<file path="src/rtl/vend_sequencer.sv">
// Soda vending sequencer: coin edge capture, priority credit accumulation, vend and nickel-change handshakes.
// Latency: coin edge -> credit 2 cycles; credit>=PRICE -> o_soda_req 1 cycle. Reqs held until ack; optional i_cancel via VEND_CANCEL_EN.
module vend_sequencer #(
    parameter int PRICE    = 4,
    parameter int CREDIT_W = 4
) (
    input  logic                i_clk,
    input  logic                i_rst_n,
    input  logic                i_nickle,
    input  logic                i_dime,
    input  logic                i_quarter,
`ifdef VEND_CANCEL_EN
    input  logic                i_cancel,
`endif
    input  logic                i_soda_ack,
    input  logic                i_change_ack,
    output logic                o_soda_req,
    output logic                o_change_req,
    output logic                o_soda,
    output logic [2:0]          o_change,
    output logic [CREDIT_W-1:0] o_credit,
    output logic                o_coin_reject,
    output logic                o_busy
);
    typedef enum logic [1:0] {COLLECT, VEND, CHANGE} state_t;

    localparam logic [CREDIT_W-1:0] PRICE_C = CREDIT_W'(PRICE);

    state_t              state_q, state_d;
    logic [CREDIT_W-1:0] credit_q, credit_d;
    logic [CREDIT_W-1:0] coin_val;
    logic [2:0]          coin_lvl, coin_q, coin_edge;
    logic [2:0]          pend_q, pend_d, take;
    logic [2:0]          remain_q, remain_d;
    logic [2:0]          change_q, change_d;
    logic                soda_q, soda_d;
    logic                gap_q, gap_d;
    logic                reject_q, reject_d;
    logic                cancel;

`ifdef VEND_CANCEL_EN
    assign cancel = i_cancel;
`else
    assign cancel = 1'b0;
`endif

    // Bit order {quarter, dime, nickel}; edges are taken against last cycle's level.
    assign coin_lvl  = {i_quarter, i_dime, i_nickle};
    assign coin_edge = coin_lvl & ~coin_q;

    always_comb begin
        state_d  = state_q;
        credit_d = credit_q;
        remain_d = remain_q;
        change_d = change_q;
        soda_d   = 1'b0;
        gap_d    = 1'b0;
        take     = 3'b000;
        coin_val = '0;
        case (state_q)
            COLLECT: begin
                if (credit_q >= PRICE_C) begin
                    state_d = VEND;
                end else if (cancel && credit_q != '0) begin
                    remain_d = 3'(credit_q);
                    change_d = 3'(credit_q);
                    credit_d = '0;
                    state_d  = CHANGE;
                end else if (pend_q[2]) begin
                    take     = 3'b100;
                    coin_val = CREDIT_W'(5);
                end else if (pend_q[1]) begin
                    take     = 3'b010;
                    coin_val = CREDIT_W'(2);
                end else if (pend_q[0]) begin
                    take     = 3'b001;
                    coin_val = CREDIT_W'(1);
                end
                credit_d = (take != 3'b000) ? credit_q + coin_val : credit_d;
            end
            VEND: begin
                if (i_soda_ack) begin
                    soda_d   = 1'b1;
                    change_d = 3'(credit_q - PRICE_C);
                    remain_d = 3'(credit_q - PRICE_C);
                    credit_d = '0;
                    state_d  = (credit_q == PRICE_C) ? COLLECT : CHANGE;
                end
            end
            CHANGE: begin
                // The hopper needs a dead cycle after each ack before the next request.
                if (!gap_q && i_change_ack) begin
                    remain_d = remain_q - 3'd1;
                    gap_d    = 1'b1;
                    if (remain_q == 3'd1) state_d = COLLECT;
                end
            end
            default: state_d = COLLECT;
        endcase
        // A coin consumed this cycle frees its slot, so a coincident edge is accepted.
        pend_d   = (pend_q & ~take) | coin_edge;
        reject_d = |(coin_edge & pend_q & ~take);
    end

    always_ff @(posedge i_clk or negedge i_rst_n) begin
        if (!i_rst_n) begin
            state_q  <= COLLECT;
            credit_q <= '0;
            coin_q   <= 3'b000;
            pend_q   <= 3'b000;
            remain_q <= 3'd0;
            change_q <= 3'd0;
            soda_q   <= 1'b0;
            gap_q    <= 1'b0;
            reject_q <= 1'b0;
        end else begin
            state_q  <= state_d;
            credit_q <= credit_d;
            coin_q   <= coin_lvl;
            pend_q   <= pend_d;
            remain_q <= remain_d;
            change_q <= change_d;
            soda_q   <= soda_d;
            gap_q    <= gap_d;
            reject_q <= reject_d;
        end
    end

    assign o_soda_req    = (state_q == VEND);
    assign o_change_req  = (state_q == CHANGE) && !gap_q;
    assign o_soda        = soda_q;
    assign o_change      = change_q;
    assign o_credit      = credit_q;
    assign o_coin_reject = reject_q;
    assign o_busy        = (state_q != COLLECT);
endmodule
</file>
<file path="config.mk">
export PLATFORM = sky130hd
export DESIGN_NAME = vend_sequencer
export DESIGN_NICKNAME = d
export VERILOG_FILES = /design/src/rtl/vend_sequencer.sv
export SDC_FILE = /design/constraint.sdc
export NUM_CORES = 1
export LEC_CHECK = 0
export CAP_MARGIN = 20
export CORE_ASPECT_RATIO = 0.7
export CORE_UTILIZATION = 35
export CTS_BUF_LIST = sky130_fd_sc_hd__clkbuf_8 sky130_fd_sc_hd__clkbuf_16
export DETAILED_ROUTE_END_ITERATION = 16
export SLEW_MARGIN = 20
export SYNTH_ARGS = -nofsm -noshare
export SYNTH_HDL_FRONTEND = slang
export SYNTH_SLANG_ARGS = --single-unit
</file>
<file path="constraint.sdc">
create_clock -name i_clk -period 5.9 [get_ports i_clk]
set_input_delay 1.18 -clock i_clk [delete_from_list [all_inputs] [get_ports i_clk]]
set_output_delay 1.18 -clock i_clk [all_outputs]
set_load 0.01 [all_outputs]
</file>
==> impl_summary.txt <==
----------------------------------------------------
[Run status]
  Outcome ... finished, final reports clean

[Worst setup path]
  Worst path top cell family by delay ... buffers and inverters
  Origin of the critical flop-to-flop path ... pend_q[2]
  Cell with the biggest individual delay on the critical path ... sky130_fd_sc_hd__clkdlybuf4s50_1
  Endpoint class of the critical path ... output port
  Startpoint kind of the worst setup timing path ... flip-flop
  Critical path buffers and inverters ... 1
  Cell Chain, Critical Path ... nor2b_1 -> clkdlybuf4s50_1
  Worst Path Required ... between 4 and 5 ns
  Setup Crit Path Kind ... reg2out
  Crit path DAT ... ~1.7 ns
  Largest incremental delay on the critical path ... just over 0.6 ns
  Top fanout value on the critical path ... 9
  Critical Path Start ... state_q[0]

[Synthesis]
  Synth async-reset ratio ... 100%
  Cell area after synthesis ... between 1000 and 1500 µm²
  Cell types with the largest area share after synthesis ... sky130_fd_sc_hd__dfrtp_1 49%, sky130_fd_sc_hd__ha_1 5.9%, sky130_fd_sc_hd__inv_1 3.5%
  Most numerous cell in the Yosys netlist ... sky130_fd_sc_hd__dfrtp_1
  Top post-synthesis cells by count ... 21 x sky130_fd_sc_hd__dfrtp_1, 10 x sky130_fd_sc_hd__inv_1, 7 x sky130_fd_sc_hd__nand2_1, 5 x sky130_fd_sc_hd__ha_1
  Seq/Total Area, Yosys ... just under 50%
  Share of the synthesized area in the top cell type ... between 40 and 50%
  Post-synthesis register bit count ... 21
  Yosys warning count ... 0
  Number of instances in the synthesized netlist ... a little under 100
  Avg Synthesized Cell Area ... ~11 µm²
  Number of synthesized flops with an enable pin ... 0
  Unique cell type count in the Yosys netlist ... 41
  Syn nets ... between 100 and 150
  Primary FF master, synth ... sky130_fd_sc_hd__dfrtp_1
  Synth area leader ... sky130_fd_sc_hd__dfrtp_1

[Layout]
  Antenna cell count ... 0
  Final net count ... approximately 130
  Final Core Density ... a little under half
  Fraction of layout cells with a size suffix above 1 ... 11.4%
  Layout Cell Area excl Fill ... 1310 µm²
  Growth of design area from synthesis to finish ... 22.1%

[Timing]
  Total setup violations reported at the end of the flow ... 0
  Final hold violation count ... 0
  Worst clock skew ... between 0.005 and 0.006 ns
  RSZ-0062 raised after global routing ... false
  Highest clock rate ... around 340 MHz
  Slew @ Worst Pin ... 0.942 ns
  Fin. max-slew vios ... 0
  Minimum clock period after layout ... about 2.9 ns
  Headroom to the max-slew limit ... approximately 37%
  Post-route clock period utilization ... between 40% and 50%
  Post-route setup TNS ... 0 ns

[Min path]
  Worst Hold Launch ... coin_q[0]
  Worst min-delay path class ... reg2reg

[Route]
  1st-iter DRT viols ... 30
  Drt total wl ... just over 2000 µm
  Total number of vias ... 782
  Wire per inst ... 13.6 µm
  Top layer in use ... met4
  Met3 wire len ... about 82 µm
  Mean number of vias per cell ... approximately 5.2
  Wire length on met1 ... 1100 µm
  Met2 Routed Length ... about 840 µm
  Number of nets with antenna violations after detailed routing ... 0
  Number of remaining DRC errors ... 0
  Number of iterations in the first detailed-routing pass ... 4

[Placement]
  Number of port buffers ... 18
  Half-perimeter wire length of the detailed placement result ... 1490 µm
  Global placement routability congestion ... between 0.7 and 0.8
  Standard cell area after detailed placement ... 1260 µm²

[Global routing]
  Global-route wire length before repair ... approximately 3300 µm
  Total global routing track utilization ... 14.1%
  GRT overflow ... 0
  Pin count of the biggest net entering global routing ... 22
  Antenna violations before repair ... 0
  Vias in the first global route ... 700

[Power and ir drop]
  Pwr dens ... between 500 and 600 nW/µm²
  Peak supply drop ... between 0.2 and 0.25 mV
  Total leakage power ... around 0.00058 µW

[CTS]
  Maximum clock insertion buffer count ... 2
  Number of hold buffers added after CTS ... 0
  Insertion delay of the later-clocked pin in the worst-skew pair ... approximately 0.26 ns
  Reg clk slew, reported paths ... ~0.080 ns
  Post CTS Setup Buffer Count ... 0
  Cell chosen for the clock root ... sky130_fd_sc_hd__clkbuf_8
  Resize count post-CTS ... 0
  TritonCTS buffer count ... 3
  CTS tree ... done
  H-tree levels ... 1
  Clock tree sinks ... 21

[Floorplanning]
  Die height ... 48.2 µm
  IO Pins ... 19
  Die outline width ... 68.0 µm
  Die ar. ... ~3300 µm²
  Placeable core area ... around 2800 µm²
  Number of placement rows ... 16
  Starting Density ... a little under two fifths

[Flow run]
  Total of max-cap violations ... 0

----------------------------------------------------
-- worst paths after layout --
kind,slack [ns],cells past startpoint,end
min in group asynchronous,1.44,1,remain_q[2]
worst max-delay path,3.00,2,o_soda_req
worst min register to register,0.45,1,pend_q[0]
worst min-delay path,0.45,1,pend_q[0]
worst max register to register,3.93,7,o_credit[1]
max in group asynchronous,3.88,1,coin_q[0]
-- report_power, final --
part	switching, µW	internal, µW
combinational	148	170
clock	45.7	46.4
sequential	63.6	195
total	258	412
-- per-layer routing --
layer / global-route usage [%] / vias up
met4: 3.75 / 0
met3: 4.21 / 2
met2: 19.2 / 17
li1: - / 377
met5: 0 / -
met1: 21.2 / 386
-- placed cells by master (no fill, tap or decap), types with 2 or more instances in the layout --
cell                              synthesis  layout
sky130_fd_sc_hd__nor2b_1                  2       2
sky130_fd_sc_hd__o21ai_0                  3       3
sky130_fd_sc_hd__mux2_2                   3       3
sky130_fd_sc_hd__nand2_1                  7       7
sky130_fd_sc_hd__clkbuf_8                 0       3
sky130_fd_sc_hd__nor3_1                   3       3
sky130_fd_sc_hd__inv_1                   10      11
sky130_fd_sc_hd__nor2_1                   3       3
sky130_fd_sc_hd__o22ai_1                  2       2
sky130_fd_sc_hd__a211oi_1                 2       2
sky130_fd_sc_hd__a21oi_1                  3       3
sky130_fd_sc_hd__clkdlybuf4s50_1          0      18
sky130_fd_sc_hd__dfrtp_1                 21      21
sky130_fd_sc_hd__ha_1                     5       5
sky130_fd_sc_hd__nor4_1                   2       2
-- logic make-up (layout without fill, tap and decap cells) --
| kind of cell | Yosys count | after routing | share of synthesized area (%) |
|---|---|---|---|
| simple gates | 28 | 28 | 16.0 |
| compound gates | 20 | 20 | 14.1 |
| buf+inv | 16 | 33 | 7.03 |
| flops | 21 | 21 | 49.2 |
| fa+ha+maj | 6 | 6 | 7.73 |
| mux | 5 | 5 | 5.15 |
| xor+xnor | 1 | 1 | 0.820 |
-- metrics by stage --
stage               worst slack, ns  hold WS, ns  power (µW)  cells
floorplan                      3.75        0.424         477     97
global placement               3.17        0.435         579    146
detailed placement             3.10        0.446         581    146
CTS                            2.99        0.451         674    150
global route                   2.92        0.476         730    150
finish                         3.00        0.447         669    150
-- registers in the layout, indices dropped and copies added (netlist names) --
signal	cells
pend_q	3
state_q	2
o_soda	1
remain_q	3
o_change	3
coin_q	3
o_coin_reject	1
gap_q	1
o_credit	4
-- worst register-to-register path, cell delays in order, from the launching register on --
cell and delay [ns]:
sky130_fd_sc_hd__dfrtp_1 0.52, sky130_fd_sc_hd__a21oi_1 0.08, sky130_fd_sc_hd__nor3_1 0.18, sky130_fd_sc_hd__ha_1 0.22, sky130_fd_sc_hd__inv_1 0.06, sky130_fd_sc_hd__fa_1 0.44
sky130_fd_sc_hd__nor4_1 0.26, sky130_fd_sc_hd__o21bai_1 0.14
-- layout make-up --
class / instances / area (µm²)
flip-flops and latches: 21 / 526
inverters: 11 / 41.3
multi-input cells: 60 / 468
repair buffers: 18 / 180
fillers: 278 / 1540
clock buffers: 3 / 41.3
well taps: 36 / 45.0
clock inverters: 1 / 3.75
No activity file was read; power rests on OpenSTA's default activity.
